--- config.mk ---
export PLATFORM = sky130hd
export DESIGN_NAME = mesh_term_nic
export DESIGN_NICKNAME = d
export VERILOG_FILES = /design/src/rtl/mesh_term_nic.sv
export SDC_FILE = /design/constraint.sdc
export NUM_CORES = 1
export LEC_CHECK = 0
export CAP_MARGIN = 20
export CORE_ASPECT_RATIO = 0.9
export CORE_MARGIN = 3
export CORE_UTILIZATION = 62
export DETAILED_ROUTE_END_ITERATION = 7
export PLACE_DENSITY = 0.85
export SLEW_MARGIN = 20
export SYNTH_ARGS = -nofsm -noshare
export SYNTH_HDL_FRONTEND = slang
export SYNTH_SLANG_ARGS = --single-unit
--- constraint.sdc ---
create_clock -name clk_i -period 8.4 [get_ports clk_i]
set_input_delay 1.68 -clock clk_i [delete_from_list [all_inputs] [get_ports clk_i]]
set_output_delay 1.68 -clock clk_i [all_outputs]
set_load 0.1 [all_outputs]
--- src/rtl/mesh_term_nic.sv ---
// Terminal NIC for one mesh router port: host TX requests are packed into router
// packets and queued in a FWFT FIFO; router ejections drain into a one-entry RX register.
module mesh_term_nic #(
    parameter int          ROWS       = 4,
    parameter int          COLUMNS    = 4,
    parameter int          PAKG_SIZE  = 32,
    parameter int          FIFO_DEPTH = 16,
    parameter logic [7:0]  BDCST      = 8'hFF,
    parameter logic [3:0]  TERM_ROW   = 4'd0,
    parameter logic [3:0]  TERM_COL   = 4'd0
) (
    input  logic                  clk_i,
    input  logic                  rst_i,
    input  logic                  tx_valid_i,
    output logic                  tx_ready_o,
    input  logic [3:0]            tx_row_i,
    input  logic [3:0]            tx_col_i,
    input  logic                  tx_mode_i,
    input  logic [PAKG_SIZE-18:0] tx_payload_i,
    output logic                  pndng_o,
    output logic [PAKG_SIZE-1:0]  data_out_o,
    input  logic                  popin_i,
    input  logic                  pndng_i,
    input  logic [PAKG_SIZE-1:0]  data_in_i,
    output logic                  pop_o,
    output logic                  rx_valid_o,
    output logic [PAKG_SIZE-1:0]  rx_data_o,
    output logic                  rx_misroute_o,
    input  logic                  rx_ready_i,
    output logic [15:0]           tx_count_o,
    output logic [15:0]           rx_count_o,
    output logic [15:0]           err_count_o
);

    // state    | meaning
    // RX_EMPTY | no packet held, any pending router packet is popped
    // RX_HOLD  | packet held for host, replaced only when host accepts it
    typedef enum logic {RX_EMPTY, RX_HOLD} rx_state_t;

    localparam int AW = $clog2(FIFO_DEPTH);

    logic [PAKG_SIZE-1:0] mem [FIFO_DEPTH];
    logic [AW-1:0]        wr_ptr, rd_ptr;
    logic [AW:0]          count;
    logic                 run_q;
    rx_state_t            rx_state;

    logic                 full, empty, push, pop_ok, empty_pop, mis_in;
    logic [3:0]           cap_row, cap_col;
    logic [PAKG_SIZE-1:0] tx_pkt;

    function automatic logic [15:0] sat_add(input logic [15:0] a, input logic [1:0] b);
        logic [16:0] s;
        s = {1'b0, a} + {15'd0, b};
        return s[16] ? 16'hFFFF : s[15:0];
    endfunction

    assign full      = (count == (AW+1)'(FIFO_DEPTH));
    assign empty     = (count == '0);
    // run_q keeps the host and router handshakes quiet until the first edge after reset
    assign tx_ready_o = run_q && !full;
    assign push      = tx_valid_i && tx_ready_o;
    assign pop_ok    = popin_i && !empty;
    assign empty_pop = popin_i && empty;
    assign tx_pkt    = {8'h00, tx_row_i, tx_col_i, tx_mode_i, tx_payload_i};

    assign pndng_o    = !empty;
    assign data_out_o = mem[rd_ptr];

    assign cap_row = data_in_i[PAKG_SIZE-9:PAKG_SIZE-12];
    assign cap_col = data_in_i[PAKG_SIZE-13:PAKG_SIZE-16];
    // out-of-range row/col can only matter if the terminal id itself is out of range
    assign mis_in  = ({cap_row, cap_col} != BDCST) &&
                     (({cap_row, cap_col} != {TERM_ROW, TERM_COL}) ||
                      (int'(cap_row) >= ROWS) || (int'(cap_col) >= COLUMNS));
    assign pop_o   = run_q && pndng_i && ((rx_state == RX_EMPTY) || rx_ready_i);

    always_ff @(posedge clk_i) begin
        if (push)
            mem[wr_ptr] <= tx_pkt;
    end

    always_ff @(posedge clk_i or negedge rst_i) begin
        if (!rst_i) begin
            run_q      <= 1'b0;
            wr_ptr     <= '0;
            rd_ptr     <= '0;
            count      <= '0;
            tx_count_o <= '0;
        end else begin
            run_q <= 1'b1;
            if (push)
                wr_ptr <= wr_ptr + 1'b1;
            if (pop_ok) begin
                rd_ptr     <= rd_ptr + 1'b1;
                tx_count_o <= sat_add(tx_count_o, 2'd1);
            end
            case ({push, pop_ok})
                2'b10:   count <= count + 1'b1;
                2'b01:   count <= count - 1'b1;
                default: count <= count;
            endcase
        end
    end

    always_ff @(posedge clk_i or negedge rst_i) begin
        if (!rst_i) begin
            rx_state      <= RX_EMPTY;
            rx_valid_o    <= 1'b0;
            rx_data_o     <= '0;
            rx_misroute_o <= 1'b0;
            rx_count_o    <= '0;
            err_count_o   <= '0;
        end else begin
            if (pop_o) begin
                rx_state      <= RX_HOLD;
                rx_valid_o    <= 1'b1;
                rx_data_o     <= data_in_i;
                rx_misroute_o <= mis_in;
                rx_count_o    <= sat_add(rx_count_o, 2'd1);
            end else if ((rx_state == RX_HOLD) && rx_ready_i) begin
                rx_state   <= RX_EMPTY;
                rx_valid_o <= 1'b0;
            end
            err_count_o <= sat_add(err_count_o,
                                   {1'b0, pop_o && mis_in} + {1'b0, empty_pop});
        end
    end

endmodule

# Yosys cells after proc, flatten, opt, wreduce, memory -nomap -nowiden
# Memories as Yosys holds them, arrays and structs flattened.
# Cells that the tools add are included.
dict set report op_classes {
  order_cmp 2
  muxes 8
  n_addsub 8
  n_eq_ne 4
  bitwise 1
  n_reduce_logical 18
}
# operator n
set ops {}
lappend ops {{two-way mux 16 bit} 3}
lappend ops {{adder 16 x 1 -> 17 bit (second input constant)} 2}
lappend ops {{adder 16 x 2 -> 17 bit} 1}
lappend ops {{one-hot mux 5 bit (2 select lines)} 1}
lappend ops {{logical AND 1 bit} 9}
lappend ops {{adder 4 x 1 -> 4 bit (second input constant)} 2}
lappend ops {{greater-or-equal comparator 4 x 3 -> 1 bit (second input constant)} 2}
lappend ops {{!= test 8 bit (second input constant)} 1}
lappend ops {{nonzero test 8 bit} 1}
lappend ops {{adder 5 x 1 -> 5 bit (second input constant)} 1}
lappend ops {{== test 5 bit (second input constant)} 1}
lappend ops {{logical NOT 5 bit} 1}
lappend ops {{subtractor 5 x 1 -> 5 bit (second input constant)} 1}
lappend ops {{two-way mux 1 bit} 4}
lappend ops {{nonzero test 2 bit} 2}
lappend ops {{logical OR 1 bit} 3}
lappend ops {{adder 1 x 1 -> 2 bit} 1}
lappend ops {{== test 2 x 1 -> 1 bit (second input constant)} 1}
lappend ops {{== test 2 bit (second input constant)} 1}
lappend ops {{logical NOT 1 bit} 2}
lappend ops {{inverter 1 bit} 1}
dict set report word_totals {
  mem_count 1
  mem_bits_rw 384
  word_cells 52
  register_bits 96
  out_inout_bits 117
  in_bits 62
}
# memory depth width read_ports rd_clocked_by_memory_dff write_ports line
set mem_list {}
lappend mem_list {mem 16 24 1 0 1 42} ;# logic [PAKG_SIZE-1:0] mem [FIFO_DEPTH];

# Logic depth before layout (Yosys ltp)
# Gate-level depths: netlist (run 1).
dict set report depth {
  word_depth 8
  mapped_depth 13
}

# Least setup slack after synthesis (run 1)
# OpenSTA, ideal clock, no wires.
dict set report synth_timing {
  kind {in2reg}
  startpoint {input port tx_valid_i}
  endpoint {memory mem[2][0] (netlist name) (enable)}
  path_buffers 1
  t_arrival_ns 4.609
  setup_slack_ns 3.316
  path_stages 4
  cell_sequence {o211a_1 buf_4 clkinv_4 nor4b_1}
}
dict set report synth_between {
  elab_chain_cells 3
}
# element line
set synth_lines {}
lappend synth_lines {{from (decl)} 14} ;# input logic tx_valid_i,
lappend synth_lines {{logical AND 1 bit} 62} ;# assign push = tx_valid_i && tx_ready_o;
lappend synth_lines {{two-way mux 1 bit} 79} ;# if (push)
lappend synth_lines {{two-way mux 1 bit (implied by the code)} 80} ;# mem[wr_ptr] <= tx_pkt;
lappend synth_lines {{to (decl)} 42}
# No other way between the ends.

# Worst setup path in the final report (run 1)
dict set report layout_timing {
  startpoint {register rd_ptr[0]}
  endpoint {output port data_out_o[23]}
}
dict set report layout_between {
  elab_chain_cells 1
}
# element line
set layout_lines {}
lappend layout_lines {{from (decl)} 43} ;# logic [AW-1:0] wr_ptr, rd_ptr;
lappend layout_lines {{from (signal assigned)} 95} ;# rd_ptr <= rd_ptr + 1'b1;
lappend layout_lines {{memory (16 x 24 bit)} -}
lappend layout_lines {{to (decl)} 21} ;# output logic [PAKG_SIZE-1:0] data_out_o,
# No other way between the ends.

==> results of run 1 <==
==> power by group <==
group,switching (W),total [W],internal (W)
Combinational,0.00235,0.00336,0.00101
Sequential,0.000290,0.00306,0.00277
Clock,0.000858,0.00206,0.00120
==> registers in the layout, indices dropped and copies added, names as in the netlist <==
name           flops
wr_ptr             4
err_count_o       16
run_q              1
rd_ptr             4
rx_valid_o         1
tx_count_o        16
count              5
mem              384
rx_misroute_o      1
rx_count_o        16
rx_data_o         32
==> cell type report <==
cell class	instances	area, sq um
Tap cell	403	504
Clock inverter	24	310
Multi-Input combinational cell	561	4920
Inverter	15	61.3
Clock buffer	56	1170
Sequential cell	480	13900
Fill cell	1593	7310
Timing Repair Buffer	196	1900
==> layer usage <==
| metal | GRT usage [%] | up-vias |
|---|---|---|
| li1 | - | 4721 |
| met1 | 39.0 | 5783 |
| met2 | 47.4 | 753 |
| met5 | 0 | - |
| met3 | 6.26 | 138 |
| met4 | 10.7 | 0 |
==> synthesized netlist by cell type, drive strengths merged (3+ instances only) <==
| cell type | instances | area, sq um |
|---|---|---|
| nand4 | 21 | 138 |
| a21oi | 19 | 95.1 |
| a41oi | 3 | 33.8 |
| and3 | 12 | 75.1 |
| nor3 | 9 | 45.0 |
| o31ai | 3 | 22.5 |
| a31oi | 5 | 31.3 |
| and4 | 3 | 26.3 |
| edfxtp | 384 | 11500 |
| or3 | 8 | 50.1 |
| nor4b | 3 | 26.3 |
| ha | 12 | 150 |
| xor2 | 8 | 70.1 |
| nor2 | 22 | 85.1 |
| nand2b | 4 | 25.0 |
| a22oi | 48 | 360 |
| or4 | 5 | 41.3 |
| nand3 | 28 | 140 |
| nor2b | 4 | 25.0 |
| mux2 | 6 | 67.6 |
| or4b | 3 | 30.0 |
| o21ai | 13 | 76.3 |
| o211ai | 5 | 37.5 |
| nor4 | 6 | 52.6 |
| nand2 | 167 | 627 |
| buf | 25 | 158 |
| xnor2 | 15 | 131 |
| inv | 14 | 52.6 |
| mux4 | 96 | 2160 |
| dfrtp | 96 | 2400 |
| clkbuf | 30 | 114 |
==> per-stage QoR <==
step / total power [W] / utilization [%] / worst slack [ns]
5_1_grt: 0.00874 / 75.7 / 2.32
4_1_cts: 0.00851 / 75.7 / 2.46
3_5_place_dp: 0.00640 / 70.8 / 2.84
6_report: 0.00849 / 75.7 / 2.57
3_3_place_gp: 0.00633 / 70.8 / 2.99
2_1_floorplan: 0.00558 / - / 3.32
==> worst register-to-register path, delay by kind of cell (launching register included) <==
kind / cells / cell delay, ns
and+or+nand+nor: 6 / 1.47
adders and majority gates: 2 / 0.72
buffers and inverters: 2 / 0.59
DFF: 1 / 0.40
AOI/OAI and AO/OA: 1 / 0.31
==> how the worst max path moves through the flow <==
stage,to,startpoint,slack (ns)
after floorplan,mem[2][0],tx_valid_i,3.32
after global placement,err_count_o[1],rx_ready_i,2.99
after detailed placement,err_count_o[1],rx_ready_i,2.84
after CTS,data_out_o[9],rd_ptr[0],2.46
after global routing,data_out_o[9],rd_ptr[0],2.32
final,data_out_o[23],rd_ptr[0],2.57
==> cell families (layout without fill, tap and decap cells) <==
logic type	after synthesis	in the layout	share of synthesized area (%)
DFF	480	480	72.9
and+or+nand+nor	303	303	7.58
AOI/OAI and AO/OA	108	108	3.95
muxes	104	104	11.8
buffers and inverters	70	291	1.74
xor gates and xnor gates	23	23	1.05
adders and majority gates	14	14	0.995
other	2	9	0.0393
==> layout by cell type, fill, tap and decap left out, drive strengths merged, types with 4 or more instances in the layout <==
cell,instances
conb,9
nand4,21
bufinv,7
xnor2,15
a31oi,5
edfxtp,384
clkinv,17
mux4,96
nand2b,4
mux2,6
a22oi,48
xor2,8
or4,5
nor2b,4
ha,12
o21ai,13
or3,8
buf,28
nand3,28
inv,15
a21oi,19
nand2,167
nor3,9
and3,12
clkdlybuf4s50,168
nor2,22
clkbuf,56
nor4,6
dfrtp,96
o211ai,5
==> out/metrics.yaml, run 1 <==
outcome: "complete, no violations"
yosys_register_bits: 480
htreeDepth: 2
p_per_area_mw_per_mm2: 372
crit_path_start_kind: "register"
whs_path_depth: 2
die-area_sq_mm: 0.0330
path_cells: "buf_4 > mux4_2 > a22oi_1 > nand2_1 > clkdlybuf4s50_1"
worstHoldStart: "rx_data_o[13]"
core-area_sq_mm: 0.0301
hold_slack_ns: 0.474
drive_above_1_share_pct: 16.3
reg2reg_to: "err_count_o[10]"
portBuffers: 170
drt_iter0_drc: 1488
cts-root-buf: "clkbuf_16"
skew_ns: 0.0232
drc: 0
grtUsageTotal_pct: 29.0
slowest_delay_ns: 0.99
wl_per_cell_um: 27.2
r2r-start: "rx_valid_o"
peakVddDrop_v: 0.000409
syn_area_sq_mm: 0.0191
firstDrtPassIters: 5
synth_flop_cell: "edfxtp_1"
critPathBufInv: 2
rr_worst_depth: 11
fin_crit_sh_pct: 69.4
fin_cells: 1735
critPathKind: "reg2out"
start_util_pct: 63.5
fp-row-count: 60
wl_um: 47100
antenna_found_initial: 0
postCtsHoldBufs: 0
vias: 11400
cpLargestDelayFamily: "buffers and inverters"
m1WireLength_um: 17000
cts_setup_buffers: 0
pin_count: 179
yosysSeqAreaShare_pct: 72.9
syn_to_final_growth_pct: 19.2
hold_viol_final: 0
clk_pin_slew_worst_paths_ns: 0.06
min_period_ns: 5.83
timing.fmax_mhz: 171
rsz0062_at_grt: "false"
top_layer: "met4"
synth-async-reset-ratio_pct: 20.0
postSynthAreaPerCell_sq_um: 17.3
hp-class: "reg2reg"
crit_path_end_kind: "primary output"
ant_nets: 0
antenna_cells: 0
clock_sinks: 480
cts_buffers: 45
postPlaceCellArea_sq_mm: 0.0213
dp.cells: 1655
postSynthCellCount: 1104
route.met3.wl_um: 4550
setup_viol: 0
cp_data_arrival_time_ns: 4.15
fin_nets: 1375
slew_headroom_pct: 27.5
yosys.cell_types.count: 59
routed_via_density: 6.57
worst-r2r-setup-slack_ns: 4.82
grt_max_degree: 84
clockBufferDepth: 3
die_w_um: 191
place.gp.congestion: 0.851
die_y_um: 173
critPathSlowestCell: "clkdlybuf4s50_1"
cts_tree: "built"
dpl.hpwl_um: 25800
wl_met2_um: 23800
post_cts_resized: 0
maxCapViolations: 0
gr-total-overflow: 0
cp.depth: 5
ys_warn_count: 0
insertion_delay_ns: 0.56
cp_max_fo: 35
p_leak_nw: 7.99
synth_edf_count: 384
grt_pass1_wl_um: 71800
design_area_sq_mm: 0.0228
tightestPinTransition_ns: 1.08
finalSetupTns_ns: 0
grt_pass1_vias: 11800
hold_end: "rx_data_o[13]"
slew_violations: 0
crit_required_ns: 6.72
Power figures use the tool's default switching activity.
==> run 2, diff against run 1 <==
--- a/config.mk
+++ b/config.mk
@@ -8,9 +8,9 @@
 export CAP_MARGIN = 20
 export CORE_ASPECT_RATIO = 0.9
 export CORE_MARGIN = 3
-export CORE_UTILIZATION = 62
+export CORE_UTILIZATION = 52
 export DETAILED_ROUTE_END_ITERATION = 7
-export PLACE_DENSITY = 0.85
+export PLACE_DENSITY = 0.76
 export SLEW_MARGIN = 20
 export SYNTH_ARGS = -nofsm -noshare
 export SYNTH_HDL_FRONTEND = slang
==> constraint.sdc (replaced) <==
create_clock -name clk_i -period 5 [get_ports clk_i]
set_input_delay 1 -clock clk_i [delete_from_list [all_inputs] [get_ports clk_i]]
set_output_delay 1 -clock clk_i [all_outputs]
set_load 0.1 [all_outputs]
==> run 2 against run 1 <==
  * Hold slack got worse by 0.00076 ns
  * Utilization fell by 12 points
  * Clock power rose by 53%
  * Largest cell class unchanged
==> out/metrics.yaml, run 2 (synthesized netlist as in run 1, its figures left out) <==
regMostFlops: "mem"
min_period_ns: 4.57
crit_path_start_kind: "register"
cts_setup_buffers: 0  # unchanged
p_leak_nw: 7.97  # -0.17%
grtUsageTotal_pct: 22.4  # -6.6 points
tightestPinTransition_ns: 1.07  # -0.0158 ns
vias: 10700  # -5.8%
drc: 0  # unchanged
hold_viol_final: 0  # unchanged
grt_pass1_vias: 11200  # -5.3%
p_sw_w: 0.00576  # +64%
grt_max_degree: 61  # -27%
seqPwrFrac_pct: 37.1  # +1.0 points
grt_pass1_wl_um: 67000  # -6.6%
dpl.hpwl_um: 24800  # -3.8%
gr-total-overflow: 0  # unchanged
fin_nets: 1382  # +0.51%
cts-root-buf: "clkbuf_16"
p_int_w: 0.00804  # +61%
swShare_pct: 41.7  # +0.48 points
skew_ns: 0.0131  # -0.0101 ns
die-area_sq_mm: 0.0391  # +19%
critPathSlowestCell: "dfrtp_4"
timing.fmax_mhz: 219
drive_above_1_share_pct: 17.8  # +1.5 points
postPlaceCellArea_sq_mm: 0.0214  # +0.48%
slew_headroom_pct: 28.6  # +1.1 points
critPathKind: "reg2out"
layout_commonest_cell: "edfxtp_1"
firstDrtPassIters: 5  # unchanged
cpLargestDelayFamily: "buffers and inverters"
syn_to_final_growth_pct: 19.3  # about the same
power_frac_clock_pct: 22.8  # -1.5 points
route.met3.wl_um: 3520  # -23%
wl_um: 43300  # -8.1%
routed_via_density: 5.94  # -9.6%
slowest_delay_ns: 0.98  # about the same
cp_data_arrival_time_ns: 3.57  # -0.58 ns
postCtsHoldBufs: 0  # unchanged
power_w: 0.0138  # +63%
clockBufferDepth: 3  # unchanged
wl_per_cell_um: 24.0  # -12%
wl_met2_um: 21500  # -9.5%
clock_sinks: 480  # unchanged
start_util_pct: 53.7  # -9.8 points
antenna_found_initial: 1  # +1
portBuffers: 170  # unchanged
crit_path_end_kind: "primary output"
rsz0062_at_grt: "false"
design_area_sq_mm: 0.0228  # about the same
cpMostUsedCell: "buf_4"
ant_nets: 0  # unchanged
fin_crit_sh_pct: 91.4
clk_pin_slew_worst_paths_ns: 0.06  # about the same
htreeDepth: 2  # unchanged
hp-class: "reg2reg"
crit_required_ns: 4.00  # -2.72 ns
fp-row-count: 65  # +8.3%
comb_power_share_pct: 40.1  # +0.5 points
die_w_um: 208  # +8.9%
mostFrequentLayoutCells: "edfxtp_1, nand2_1, clkdlybuf4s50_1"
outcome: "complete, no violations"
peakVddDrop_v: 0.000390  # -4.7%
top_layer: "met4"
m1WireLength_um: 17500  # +3.0%
drt_iter0_drc: 819  # -45%
reg.largest.list: "mem x384, rx_data_o x32"
largest_register_ffs: 384  # unchanged
place.gp.congestion: 0.800  # -6.0%
insertion_delay_ns: 0.55  # about the same
p_per_area_mw_per_mm2: 605  # +62%
pin_count: 179  # unchanged
slew_violations: 0  # unchanged
post_cts_resized: 0  # unchanged
die_y_um: 188  # +8.9%
cp_max_fo: 43  # +23%
cts_buffers: 47  # +4.4%
finalSetupTns_ns: 0  # unchanged
cts_tree: "built"
maxCapViolations: 0  # unchanged
setup_viol: 0  # unchanged
critPathBufInv: 2  # unchanged
core-area_sq_mm: 0.0356  # +18%
path_cells: "buf_4 > mux4_2 > a22oi_1 > nand2_1 > buf_4"
==> run 2: cell types whose count changed in the layout (fill, tap and decap cells not counted), moves of 4 or more <==
cell / previous run / this run
nor2_4: 0 / 4
buf_4: 27 / 44
clkinv_2: 5 / 9
nor2_2: 6 / 2
clkdlybuf4s50_1: 168 / 154
clkinvlp_4: 0 / 5
bufinv_16: 7 / 0
==> run 2: layout make-up <==
cell class,instances,area [sq um]
tap,469,587
timing repair buffer,201,1940
antenna,1,2.50
multi-input combinational,561,4940
clock buffer,57,1210
clock inverter,25,134
inverter,15,61.3
fill,2519,12800
sequential,480,13900
==> run 2: tightest hold or removal path: stages (launching register included) <==
cell and delay (ns):
dfrtp_1 0.34, nand2_1 0.05, nand2_1 0.05
==> run 2: layer usage <==
metal / vias up / GRT usage (%)
met2: 450 / 36.3
li1: 4733 / -
met3: 58 / 4.43
met5: - / 0
met1: 5497 / 31.6
met4: 0 / 6.17
==> run 2: power groups by stage <==
stage | Combinational (W) | Sequential (W) | Clock, W
2_1_floorplan | 0.00356 | 0.00581 | 0
3_3_place_gp | 0.00549 | 0.00518 | 0
3_5_place_dp | 0.00554 | 0.00520 | 0
4_1_cts | 0.00557 | 0.00513 | 0.00322
5_1_grt | 0.00578 | 0.00519 | 0.00338
6_report | 0.00553 | 0.00512 | 0.00315
==> run 2: worst paths after layout <==
path | cells after the start | slack, ns | end | start
worst max-delay path | 5 | 0.43 | data_out_o[0] | rd_ptr[0]
worst min-delay path | 2 | 0.47 | rx_data_o[17] | rx_data_o[17]
worst max register to register | 9 | 1.83 | err_count_o[1] | count[2]
worst min register to register | 2 | 0.47 | rx_data_o[17] | rx_data_o[17]
max in group asynchronous | 2 | 3.47 | rx_count_o[12] | rst_i
min in group asynchronous | 1 | 0.53 | rx_data_o[12] | rst_i
==> run 2: per-stage QoR <==
| step | util [%] | setup slack [ns] | instances | hold WS [ns] |
|---|---|---|---|---|
| after floorplan | - | 0.596 | 1111 | 0.492 |
| after global placement | 60.1 | 0.917 | 1724 | 0.457 |
| after detailed placement | 60.1 | 0.913 | 1724 | 0.464 |
| after CTS | 63.9 | 0.300 | 1806 | 0.479 |
| after global routing | 64.1 | 0.116 | 1809 | 0.518 |
| final | 64.1 | 0.429 | 1809 | 0.474 |
==> run 3, diff against run 2 <==
--- a/config.mk
+++ b/config.mk
@@ -6,11 +6,9 @@
 export NUM_CORES = 1
 export LEC_CHECK = 0
 export CAP_MARGIN = 20
-export CORE_ASPECT_RATIO = 0.9
 export CORE_MARGIN = 3
-export CORE_UTILIZATION = 52
+export CORE_UTILIZATION = 35
 export DETAILED_ROUTE_END_ITERATION = 7
-export PLACE_DENSITY = 0.76
 export SLEW_MARGIN = 20
 export SYNTH_ARGS = -nofsm -noshare
 export SYNTH_HDL_FRONTEND = slang
==> run 3 against run 2 <==
  * Fmax grew 20%
  * Global-route usage shrank 6.8 points
  * Register-to-register slack is essentially flat
  * Hold slack lost 0.011 ns
  * Flip-flop and latch count is the same
  * Cell count grew 12%
  * Critical endpoint is now data_out_o[11]
  * Largest cell class unchanged
  * Utilization shrank 21 points
  * Sequential share of layout area shrank 0.75 points
  * Clock skew grew 0.0011 ns
  * Via count shrank 1.8%
  * Worst setup slack gained 0.75 ns
  * Routed wire length grew 2.1%
==> out/metrics.yaml, run 3 (synthesized netlist as in run 1, its figures left out) <==
wl_um: 44200  # +2.1%
setup_viol: 0  # unchanged
gr-total-overflow: 0  # unchanged
crit_path_start_kind: "register"
crit_start: "rd_ptr[1]"
antenna_found_initial: 5  # +4
cp_data_arrival_time_ns: 2.82  # -0.75 ns
die_w_um: 240  # +15%
peakVddDrop_v: 0.000399  # +2.4%
htreeDepth: 2  # unchanged
p_leak_nw: 7.97  # about the same
fp-row-count: 85  # +31%
regMostFlops: "mem"
critPathKind: "reg2out"
slowest_delay_ns: 0.86  # -0.12 ns
finalSetupTns_ns: 0  # unchanged
hold_viol_final: 0  # unchanged
portBuffers: 170  # unchanged
worst-r2r-setup-slack_ns: 1.84  # about the same
cts_tree: "built"
ant_nets: 0  # unchanged
syn_to_final_growth_pct: 20.8
critPathSlowestCell: "dfrtp_4"
clock_sinks: 480  # unchanged
fin_nets: 1373  # -0.65%
firstDrtPassIters: 5  # unchanged
crit_required_ns: 4.00  # about the same
fin_crit_sh_pct: 76.4  # -15 points
reg.largest.list: "mem x384, rx_data_o x32"
fill_cells: 4759  # +89%
slew_violations: 0  # unchanged
min_period_ns: 3.82  # -0.752 ns
layout_commonest_cell: "edfxtp_1"
wl_per_cell_um: 21.8  # -9.1%
grt_pass1_vias: 11100  # -1.3%
clockBufferDepth: 3  # unchanged
dp.cells: 1942  # +13%
clk_pin_slew_worst_paths_ns: 0.06  # about the same
routed_via_density: 5.19  # -13%
cp-endpoint: "data_out_o[11]"
grt_max_degree: 54  # -11%
die_y_um: 240  # +28%
drt_iter0_drc: 758  # -7.4%
reg2reg_to: "count[4]"
path_cells: "buf_4 > mux4_2 > a22oi_1 > nand2_1 > buf_4"
grt_pass1_wl_um: 67800  # +1.2%
die-area_sq_mm: 0.0575  # +47%
slew_headroom_pct: 29.5  # +0.93 points
skew_ns: 0.0142  # +0.00113 ns
vias: 10500  # -1.8%
outcome: "complete, no violations"
design_area_sq_mm: 0.0231  # +1.2%
grtUsageTotal_pct: 15.6  # -6.8 points
critPathBufInv: 2  # unchanged
cp.depth: 5  # unchanged
cpLargestDelayFamily: "flip-flops"
cts_setup_buffers: 0  # unchanged
r2r-start: "count[2]"
drc: 0  # unchanged
core-area_sq_mm: 0.0539  # +51%
crit_path_end_kind: "primary output"
p_per_area_mw_per_mm2: 606  # +0.23%
rsz0062_at_grt: "false"
cp_max_fo: 41  # -4.7%
hp-class: "in2async"
place.gp.congestion: 0.815  # +1.8%
post_cts_resized: 0  # unchanged
tightestPinTransition_ns: 1.05  # -0.0138 ns
largest_register_ffs: 384  # unchanged
cts_buffers: 49  # +4.3%
start_util_pct: 35.5  # -18 points
postPlaceCellArea_sq_mm: 0.0217  # +1.1%
drive_above_1_share_pct: 17.9  # +0.17 points
maxCapViolations: 0  # unchanged
insertion_delay_ns: 0.58  # +0.03 ns
rr_worst_depth: 8  # -1
timing.fmax_mhz: 262  # +20%
dpl.hpwl_um: 26000  # +4.9%
postCtsHoldBufs: 0  # unchanged
fin_cells: 2031  # +12%
mostFrequentLayoutCells: "edfxtp_1, nand2_1, clkdlybuf4s50_1"
pin_count: 179  # unchanged
cts-root-buf: "clkbuf_16"
cpMostUsedCell: "buf_4"
[run 3: changes by cell type in the layout (fill, tap and decap cells not counted), sizes merged]
cell | before | now
inv | 15 | 17
clkbuf | 57 | 68
bufinv | 0 | 1
clkinvlp | 5 | 0
clkdlybuf4s50 | 154 | 144
clkinv | 20 | 15
diode | 1 | 3
buf | 47 | 46
[run 3: power breakdown]
group,internal [W],switching (W)
Combinational,0.00165,0.00397
Sequential,0.00466,0.000365
Clock,0.00187,0.00148
Total,0.00818,0.00582
[run 3: worst reg2reg max path: cells and delay by family, from the launching register on]
family / cells / cell delay, ns
AOI/OAI and AO/OA: 4 / 1.01
DFF: 1 / 0.44
and+or+nand+nor: 1 / 0.59
adders and majority gates: 2 / 0.79
buffers and inverters: 1 / 0.20
[run 3: how the worst min path moves through the flow]
stage | start | endpoint | slack (ns)
global route | rst_i | tx_count_o[10] | 0.50
CTS | rst_i | tx_count_o[0] | 0.47
finish | rst_i | tx_count_o[6] | 0.46
floorplan | rd_ptr[3] | rd_ptr[3] | 0.49
global placement | rx_data_o[11] | rx_data_o[11] | 0.46
detailed placement | rx_data_o[23] | rx_data_o[23] | 0.46
[run 3: through the flow]
stage / worst slack [ns] / util, % / total power, W / hold WS, ns
global route: 1.05 / 42.8 / 0.0146 / 0.496
finish: 1.18 / 42.8 / 0.0140 / 0.463
detailed placement: 1.05 / 40.2 / 0.0108 / 0.464
CTS: 1.10 / 42.8 / 0.0142 / 0.467
floorplan: 0.596 / - / 0.00937 / 0.492
global placement: 1.12 / 40.2 / 0.0108 / 0.458
[run 3: layout make-up]
type	count	area, sq um	share of cell area [%]
well taps	696	871	3.77
multi-input cells	561	4950	21.4
flip-flops and latches	480	13900	60.4
repair buffers	190	1840	7.95
clock inverters	18	136	0.590
diodes	3	7.51	0.0325
inverters	15	61.3	0.265
clock buffers	68	1300	5.62
[run 3: routing by layer]
layer  track usage, %  wire [um]  part of all wire (%)  vias up
met5                0         20                 0.045        -
met4             3.79        738                   1.7        4
met2             25.1      21000                    47      327
met1             21.1      19100                    43     5426
met3             4.32       3410                   7.7       60
li1                 -          -                     -     4726
